--- src/rtl/cart_mem_bridge_if.sv ---
// SDRAM-controller side of the cartridge bridge: one request/ack word port.
interface cart_mem_bridge_if;
  logic        mem_req;
  logic        mem_we;
  logic [23:0] mem_addr;
  logic [1:0]  mem_be;
  logic [15:0] mem_wdata;
  logic        mem_ack;
  logic [15:0] mem_rdata;

  modport master (
    output mem_req, mem_we, mem_addr, mem_be, mem_wdata,
    input  mem_ack, mem_rdata
  );

  modport slave (
    input  mem_req, mem_we, mem_addr, mem_be, mem_wdata,
    output mem_ack, mem_rdata
  );
endinterface

--- src/rtl/cart_mem_bridge.sv ---
// Cartridge fetch / ROM download bridge to the SDRAM controller.
// A one-word read buffer serves repeat fetches; misses and loader byte
// writes become single SDRAM word requests held until acknowledged.
module cart_mem_bridge #(
  parameter int DEADLINE = 12
) (
  input  logic                  clk_sys,
  input  logic                  rst,
  input  logic                  cart_read,
  input  logic [24:0]           cart_addr,
  output logic [7:0]            cart_dout,
  output logic                  rd_valid,
  input  logic                  loading,
  input  logic                  dl_wr,
  input  logic [24:0]           dl_addr,
  input  logic [7:0]            dl_data,
  output logic                  dl_wait,
  cart_mem_bridge_if.master     mem,
  output logic                  overrun,
  output logic                  late
);

  typedef enum logic [1:0] {IDLE, RD_REQ, WR_REQ} state_t;

  // Ages count cycles since a fetch was accepted; they saturate at the
  // deadline because late is sticky once that age is reached.
  localparam int              AGE_W     = $clog2(DEADLINE + 2);
  localparam logic [AGE_W-1:0] AGE_LIMIT = AGE_W'(DEADLINE);

  state_t            state_reg;
  logic [23:0]       buf_tag_reg;
  logic [15:0]       buf_data_reg;
  logic              buf_valid_reg;
  logic              pend_valid_reg;
  logic [24:0]       pend_addr_reg;
  logic [AGE_W-1:0]  pend_age_reg;
  logic              act_trk_reg;
  logic [AGE_W-1:0]  act_age_reg;
  logic              rd_sel_reg;
  logic              loading_d_reg;

  logic              new_read;
  logic              svc_valid;
  logic              svc_hit;
  logic [24:0]       svc_addr;
  logic [AGE_W-1:0]  svc_age;
  logic              wr_accept;

  function automatic logic [AGE_W-1:0] age_inc(input logic [AGE_W-1:0] a);
    return (a < AGE_LIMIT) ? a + 1'b1 : a;
  endfunction

  // Pick the fetch to service this cycle (pending beats new) and arbitrate writes.
  always_comb begin
    new_read  = cart_read & ~loading;
    svc_valid = 1'b0;
    svc_addr  = cart_addr;
    svc_age   = '0;
    if (state_reg == IDLE) begin
      if (pend_valid_reg) begin
        svc_valid = 1'b1;
        svc_addr  = pend_addr_reg;
        svc_age   = pend_age_reg;
      end else if (new_read) begin
        svc_valid = 1'b1;
      end
    end
    svc_hit   = svc_valid & buf_valid_reg & (buf_tag_reg == svc_addr[24:1]);
    dl_wait   = (state_reg != IDLE) | pend_valid_reg | new_read;
    wr_accept = dl_wr & ~dl_wait;
  end

  // Request FSM, read buffer, pending slot and sticky status flags.
  always_ff @(posedge clk_sys) begin
    if (rst) begin
      state_reg      <= IDLE;
      mem.mem_req    <= 1'b0;
      mem.mem_we     <= 1'b0;
      mem.mem_addr   <= '0;
      mem.mem_be     <= 2'b00;
      mem.mem_wdata  <= '0;
      cart_dout      <= 8'hFF;
      rd_valid       <= 1'b0;
      overrun        <= 1'b0;
      late           <= 1'b0;
      buf_tag_reg    <= '0;
      buf_data_reg   <= '0;
      buf_valid_reg  <= 1'b0;
      pend_valid_reg <= 1'b0;
      pend_addr_reg  <= '0;
      pend_age_reg   <= '0;
      act_trk_reg    <= 1'b0;
      act_age_reg    <= '0;
      rd_sel_reg     <= 1'b0;
      loading_d_reg  <= 1'b0;
    end else begin
      rd_valid      <= 1'b0;
      loading_d_reg <= loading;

      if (pend_valid_reg) pend_age_reg <= age_inc(pend_age_reg);
      if (act_trk_reg)    act_age_reg  <= age_inc(act_age_reg);
      if ((act_trk_reg && act_age_reg == AGE_LIMIT) ||
          (pend_valid_reg && pend_age_reg == AGE_LIMIT))
        late <= 1'b1;

      // A fetch arriving while busy waits in the single pending slot.
      if (new_read && state_reg != IDLE) begin
        pend_valid_reg <= 1'b1;
        pend_addr_reg  <= cart_addr;
        pend_age_reg   <= AGE_W'(1);
        if (pend_valid_reg) overrun <= 1'b1;
      end

      case (state_reg)
        IDLE: begin
          if (svc_valid) begin
            // Servicing the pending slot frees it; a simultaneous new fetch refills it.
            if (pend_valid_reg) begin
              if (new_read) begin
                pend_addr_reg <= cart_addr;
                pend_age_reg  <= AGE_W'(1);
              end else begin
                pend_valid_reg <= 1'b0;
              end
            end
            if (svc_hit) begin
              cart_dout <= svc_addr[0] ? buf_data_reg[15:8] : buf_data_reg[7:0];
              rd_valid  <= 1'b1;
            end else begin
              state_reg     <= RD_REQ;
              mem.mem_req   <= 1'b1;
              mem.mem_we    <= 1'b0;
              mem.mem_addr  <= svc_addr[24:1];
              mem.mem_be    <= 2'b11;
              rd_sel_reg    <= svc_addr[0];
              act_trk_reg   <= 1'b1;
              act_age_reg   <= age_inc(svc_age);
            end
          end else if (wr_accept) begin
            state_reg     <= WR_REQ;
            mem.mem_req   <= 1'b1;
            mem.mem_we    <= 1'b1;
            mem.mem_addr  <= dl_addr[24:1];
            mem.mem_be    <= dl_addr[0] ? 2'b10 : 2'b01;
            mem.mem_wdata <= {dl_data, dl_data};
            buf_valid_reg <= 1'b0;
          end
        end
        RD_REQ: begin
          if (mem.mem_ack) begin
            state_reg     <= IDLE;
            mem.mem_req   <= 1'b0;
            buf_tag_reg   <= mem.mem_addr;
            buf_data_reg  <= mem.mem_rdata;
            buf_valid_reg <= 1'b1;
            cart_dout     <= rd_sel_reg ? mem.mem_rdata[15:8] : mem.mem_rdata[7:0];
            rd_valid      <= 1'b1;
            act_trk_reg   <= 1'b0;
          end
        end
        WR_REQ: begin
          if (mem.mem_ack) begin
            state_reg   <= IDLE;
            mem.mem_req <= 1'b0;
            mem.mem_we  <= 1'b0;
          end
        end
        default: state_reg <= IDLE;
      endcase

      // A new ROM download makes any buffered word stale.
      if (loading && !loading_d_reg) buf_valid_reg <= 1'b0;
    end
  end

endmodule
--- src/flat_wrapper.sv ---
// flat-port wrapper written by rule: the top's interface ports become plain ports
module cart_mem_bridge_flat 
#(
  parameter int DEADLINE = 12
)
  (clk_sys, rst, cart_read, cart_addr, cart_dout, rd_valid, loading, dl_wr, dl_addr, dl_data, dl_wait, overrun, late, mem_mem_req, mem_mem_we, mem_mem_addr, mem_mem_be, mem_mem_wdata, mem_mem_ack, mem_mem_rdata);
  cart_mem_bridge_if mem_i ();
  input  logic clk_sys;
  input  logic rst;
  input  logic cart_read;
  input  logic [24:0] cart_addr;
  output logic [7:0] cart_dout;
  output logic rd_valid;
  input  logic loading;
  input  logic dl_wr;
  input  logic [24:0] dl_addr;
  input  logic [7:0] dl_data;
  output logic dl_wait;
  output logic overrun;
  output logic late;
  output wire logic [$bits(mem_i.mem_req)-1:0] mem_mem_req;
  output wire logic [$bits(mem_i.mem_we)-1:0] mem_mem_we;
  output wire logic [$bits(mem_i.mem_addr)-1:0] mem_mem_addr;
  output wire logic [$bits(mem_i.mem_be)-1:0] mem_mem_be;
  output wire logic [$bits(mem_i.mem_wdata)-1:0] mem_mem_wdata;
  input wire logic [$bits(mem_i.mem_ack)-1:0] mem_mem_ack;
  input wire logic [$bits(mem_i.mem_rdata)-1:0] mem_mem_rdata;
  assign mem_mem_req = mem_i.mem_req;
  assign mem_mem_we = mem_i.mem_we;
  assign mem_mem_addr = mem_i.mem_addr;
  assign mem_mem_be = mem_i.mem_be;
  assign mem_mem_wdata = mem_i.mem_wdata;
  assign mem_i.mem_ack = mem_mem_ack;
  assign mem_i.mem_rdata = mem_mem_rdata;
  cart_mem_bridge #(.DEADLINE(DEADLINE)) u_core (.clk_sys(clk_sys), .rst(rst), .cart_read(cart_read), .cart_addr(cart_addr), .cart_dout(cart_dout), .rd_valid(rd_valid), .loading(loading), .dl_wr(dl_wr), .dl_addr(dl_addr), .dl_data(dl_data), .dl_wait(dl_wait), .mem(mem_i), .overrun(overrun), .late(late));
endmodule
--- config.mk ---
export PLATFORM = sky130hd
export DESIGN_NAME = cart_mem_bridge_flat
export DESIGN_NICKNAME = d
export VERILOG_FILES = /design/src/rtl/cart_mem_bridge_if.sv /design/src/rtl/cart_mem_bridge.sv /design/src/flat_wrapper.sv
export SDC_FILE = /design/constraint.sdc
export NUM_CORES = 1
export LEC_CHECK = 0
export ABC_AREA = 1
export BUFFER_PORTS_ARGS = -buffer_cell sky130_fd_sc_hd__buf_2
export CORE_MARGIN = 2
export CORE_UTILIZATION = 40
export DETAILED_ROUTE_END_ITERATION = 12
export SYNTH_ARGS = -nofsm -noshare
export SYNTH_HDL_FRONTEND = slang
export SYNTH_SLANG_ARGS = --single-unit
--- constraint.sdc ---
create_clock -name clk_sys -period 2.8 [get_ports clk_sys]
set_input_delay 0.42 -clock clk_sys [delete_from_list [all_inputs] [get_ports clk_sys]]
set_output_delay 0.42 -clock clk_sys [all_outputs]
set_load 0.1 [all_outputs]
-- Word-level counts from Yosys, hierarchy flattened
Index checks and enable logic that the tools add are counted.
- bits in registers: 135
- input bits: 80
- output and inout port bits: 56
- logic and storage cells: 143
- $add $sub $neg: 3
- magnitude comparators: 3
- equality and inequality tests: 16
- mux-type cells: 66
- bitwise gates (word level): 10
- reduce and logical (&&, ||, !) cells: 25
- operators by type and width (operator ; number):
    $mux 25 ; 7
    $mux 24 ; 3
    $mux 4 ; 15
    $mux 8 ; 5
    $eq 24x24->1 ; 1
    $mux 1 ; 21
    $reduce_and 4->1 ; 5
    $mux 2 ; 8
    $pmux 8 s2 ; 1
    $add 4x1->4 const B ; 3
    $lt 4x4->1 const B ; 3
    $reduce_and 3->1 ; 4
    $ne 2x2->1 const B ; 5
    $pmux 1 s2 ; 5
    $reduce_bool 2->1 ; 5
    $eq 4x4->1 const B ; 2
    $ne 2x1->1 const B ; 4
    $and 1x1->1 ; 4
    $logic_and 1x1->1 ; 4
    $not 1->1 ; 4
    $pmux 2 s2 ; 1
    $reduce_and 2->1 ; 2
    $reduce_or 2->1 ; 2
    $ne 3x1->1 const B ; 1
    7 further kinds ; 8

-- Depth between registers and ports, before layout
- depth after elaboration: 10
- gate-level depth with buffers: 18
- depth with buffers taken out: 17

-- Least setup slack after synthesis
Ideal clock, no wire load.
- path type: register to register
- from: reg u_core.state_reg[0]
- to: reg u_core.mem.mem_addr[0]
- data arrival time: 1975 ps
- slack: 706 ps
- cell stages (with the launch flop): 16
- cell sequence: dfxtp_1 -> inv_1 -> ha_1 -> buf_4 -> buf_2 -> nand3_1 -> nand2_1 -> nand2_1 -> nand2_1 -> nor2_1 -> nand2_1 -> nor2_2 -> nand4_4 -> buf_2 -> a21oi_1 -> nor2_1
- word-level cells in the longest chain between the ends: 7
- elaborated cells between the ends (all ways): 16
- ends and longest elaborated chain (element ; line ; source):
    start, declared ; cart_mem_bridge.sv:30 ; state_t state_reg;
    start signal, assigned ; cart_mem_bridge.sv:76 ; state_reg <= IDLE;
    start signal, assigned ; cart_mem_bridge.sv:130 ; state_reg <= RD_REQ;
    start signal, assigned ; cart_mem_bridge.sv:140 ; state_reg <= WR_REQ;
    parallel branches: the longest is 7 deep, another holds $mux 25 ; - ;
    end signal, assigned ; cart_mem_bridge.sv:133 ; mem.mem_addr <= svc_addr[24:1];
    end signal, assigned ; cart_mem_bridge.sv:143 ; mem.mem_addr <= dl_addr[24:1];
    end, declared ; cart_mem_bridge_if.sv:12 ; output mem_req, mem_we, mem_addr, mem_be, mem_wdata,
Parallel ways; which one is timed is not known. The select of a mux whose other input is x is not followed.
A chain may end at the register's enable or synchronous reset.

-- Worst setup path after layout
- from: reg u_core.state_reg[1]
- to: out dl_wait
- word-level cells in the longest chain between the ends: 3
- ends and longest elaborated chain (element ; line ; source):
    $reduce_bool 2->1 ; cart_mem_bridge.sv:69 ; dl_wait = (state_reg != IDLE) | pend_valid_reg | new_read;
    $or 1x1->1 (2 in a row) ; cart_mem_bridge.sv:69 ;
    end, declared ; flat_wrapper.sv:18 ; output logic dl_wait;
Every way passes these cells.

==> qor.txt <==
Simple-gate share of the synthesized area = 33.3%
Post-Route M1 WL = 8970 um
Number of distinct library cells after synthesis = 33
Die span in x = 130 um
Largest net degree at the start of global routing = 94
Worst hold path endpoint = u_core.mem.mem_wdata[10]
Fin nets = 1172
Final worst path period need = 2.59 ns
Clock transition at path regs = 0.06 ns
I/O Buffers = 135
R2r endpoint = u_core.cart_dout[7]
Net switching power = 4.06 mW
Yosys reg bits = 127
Met2 routed WL = 8160 um
Max Slew Vio Count = 0
Worst reg2reg path depth = 16
Maximum VDD drop = 591 uV
Reg2Reg Setup Slack = 0.31 ns
Sw Share = 47.0%
Seq/Total Area, Yosys = 39.8%
First-pass GRT wire length = 29000 um
Placed cell areas = 7180 um2
DP Wirelength = 12700 um
GRT overflow = 0
CTS tree = built
Hold Fails Final Rpt = 0
Top routing layer in use = met4
TritonCTS buffer count = 17
Vias in the first global route = 5839
Largest cells by area after synthesis = dfxtp_1 40%, nand2_1 14%, nor2_1 9.6%, o21ai_0 7.1%, a21oi_1 6.7%
Sequential power share = 28.9%
I/O Pins = 136
Routability cong. = 0.835
Total number of yosys warnings = 0
Unrepaired setup endpoints after global routing = no
Post-synth top area share = 39.8%
Starting Density = 40.5%
Pwr per Cell Area = 1110 nW/um2
Synthesized cell area = 6390 um2
Number of nets with antenna violations after routing = 0
CP startpoint kind = flip-flop
Clk buf depth = 2
Slew @ Worst Pin = 0.737 ns
Syn_area_per_cell = 6.55 um2
Main combinational cell family by area after synthesis = simple AND/OR/NAND/NOR gates
Routed length per instance = 13.9 um
Primary FF master, synth = dfxtp_1
Clock Sinks = 127
Ant diodes = 0
Synth Area in Compound Gates = 15.6%
Max reg flops = 25
Top cells by count, synth = 242 x nand2_1, 163 x nor2_1, 127 x dfxtp_1
Area grow syn2layout = 22.1%
Comb pwr share = 44.5%
Worst Path Max Fanout = 24
Syn_nets = 1064
Period utilization = 92.6%
H-tree Lvls = 4
Die Y = 130 um
Fin Setup TNS = 0 ns
Clock skew = 0.00628 ns
Leak = 3.67 nW
Max-cap viol count = 0
Clk root buf = clkbuf_16
Worst skew pair latency = 0.42 ns
Met3 WL post-DR = 870 um
Internal = 4.57 mW
Status = complete, no violations
DRT Pass-1 Iters = 5
Critical Path RT = 2.38 ns
Setup CP Type = flip-flop to primary output
Final Setup Violations = 0
Synthesized instance count = 976
Critical Path End Type = primary output
Placeable core area = 15800 um2
Post-synth EDFFs = 0
Hold WC Path Type = primary input to flip-flop
Total GRT Usage = 21.8%
Slew HR = 50.8%
Mux contribution to synthesized area = 0%
Fmax = 0.386 GHz
Initial antenna violation count = 0
XOR/XNOR share of the synthesized area = 0.411%
Clock power frac = 26.5%
Share of layout cells above drive strength 1 = 18.1%
Initial DRC Count = 332
Hold depth = 3
Yosys top cell by area = dfxtp_1
Die Area = 17000 um2
Async SR Flop Fraction = 0%
Hold Path Origin = dl_data[2]
Row count = 46
Vias per inst = 4.98
Residual DRC = 0
Area share of fa/ha/maj cells after synthesis = 1.57%
Post-CTS setup buffers = 0
Most common cell in the netlist = nand2_1
# hold bufs at CTS = 0
Via count = 6536
FF-to-FF Start = u_core.state_reg[0]
Fillcell total = 1652
Fin area = 7800 um2
Core Util, Final = 49.5%
Arr. time, crit path = 2.17 ns
Total Wirelength = 18200 um
## kinds of logic after synthesis
kind of cell	count (synthesis)
buffers and inverters	132
and+or+nand+nor	514
DFF	127
adders and majority gates	8
xor gates and xnor gates	3
AOI/OAI and AO/OA	192
## routing by layer
layer | up-vias | track usage, %
li1 | 3387 | -
met1 | 2955 | 30.4
met3 | 18 | 4.03
met2 | 176 | 34.1
met5 | - | 0
met4 | 0 | 7.51
## worst max-delay path by stage
stage	from	to	slack, ns	cells after the start
6_report	u_core.state_reg[1]	dl_wait	0.21	7
5_1_grt	u_core.state_reg[1]	u_core.mem.mem_be[0]	0.04	16
2_1_floorplan	u_core.state_reg[0]	u_core.mem.mem_addr[0]	0.71	15
3_5_place_dp	u_core.state_reg[0]	u_core.mem.mem_we	0.23	16
3_3_place_gp	u_core.state_reg[0]	u_core.mem.mem_we	0.29	16
4_1_cts	u_core.state_reg[0]	dl_wait	0.09	7
## worst max-delay path, stage by stage, from the launching register on
cell and delay (ns):
dfxtp_1 0.31, inv_1 0.09, ha_1 0.22, buf_4 0.30, inv_1 0.19, nor2_2 0.23, inv_1 0.10, buf_2 0.31
## cells in the final DEF (no fill, tap or decap), types with 4 or more instances in the layout
cell and n:
inv_1 65, nor2_2 4, nand2_2 4, clkinv_2 4, a21oi_1 86, buf_4 12, o22ai_1 8, buf_2 135
clkbuf_16 17, nor2_1 162, nand4_1 22, nand3_1 76, o21ai_0 90, buf_12 4, dfxtp_1 127, clkbuf_8 4
nand2_1 240, ha_1 8
## what timing repair did
item / in CTS / in global routing
setup endpoints to repair: 0 / 2
gates resized for setup: 0 / 2
hold endpoints to repair: 0 / 0
## cell type report
type / instances / area, um2 / share of cell area (%)
clock buffers: 22 / 484 / 6.20
clock inverters: 10 / 134 / 1.72
inverters: 70 / 263 / 3.37
multi-input cells: 717 / 3260 / 41.8
flip-flops and latches: 127 / 2540 / 32.6
well taps: 216 / 270 / 3.46
repair buffers: 151 / 846 / 10.8
## through the flow
stage          cells  hold WS, ns  setup slack (ns)  power [mW]
2_1_floorplan    976        0.430             0.706        5.61
3_3_place_gp    1281        0.442             0.293        6.35
3_5_place_dp    1281        0.442             0.227        6.37
4_1_cts         1313        0.231            0.0917        8.67
5_1_grt         1313        0.244            0.0384        9.13
6_report        1313        0.247             0.207        8.63
## power by group through the flow
stage / Sequential, mW / Combinational [mW] / Clock, mW
after global routing: 2.55 / 4.18 / 2.40
after detailed placement: 2.53 / 3.84 / 0
after floorplan: 3.88 / 1.74 / 0
after global placement: 2.53 / 3.83 / 0
after CTS: 2.49 / 3.85 / 2.33
final: 2.50 / 3.84 / 2.29
Note: power is estimated with default switching activity, not from simulation.
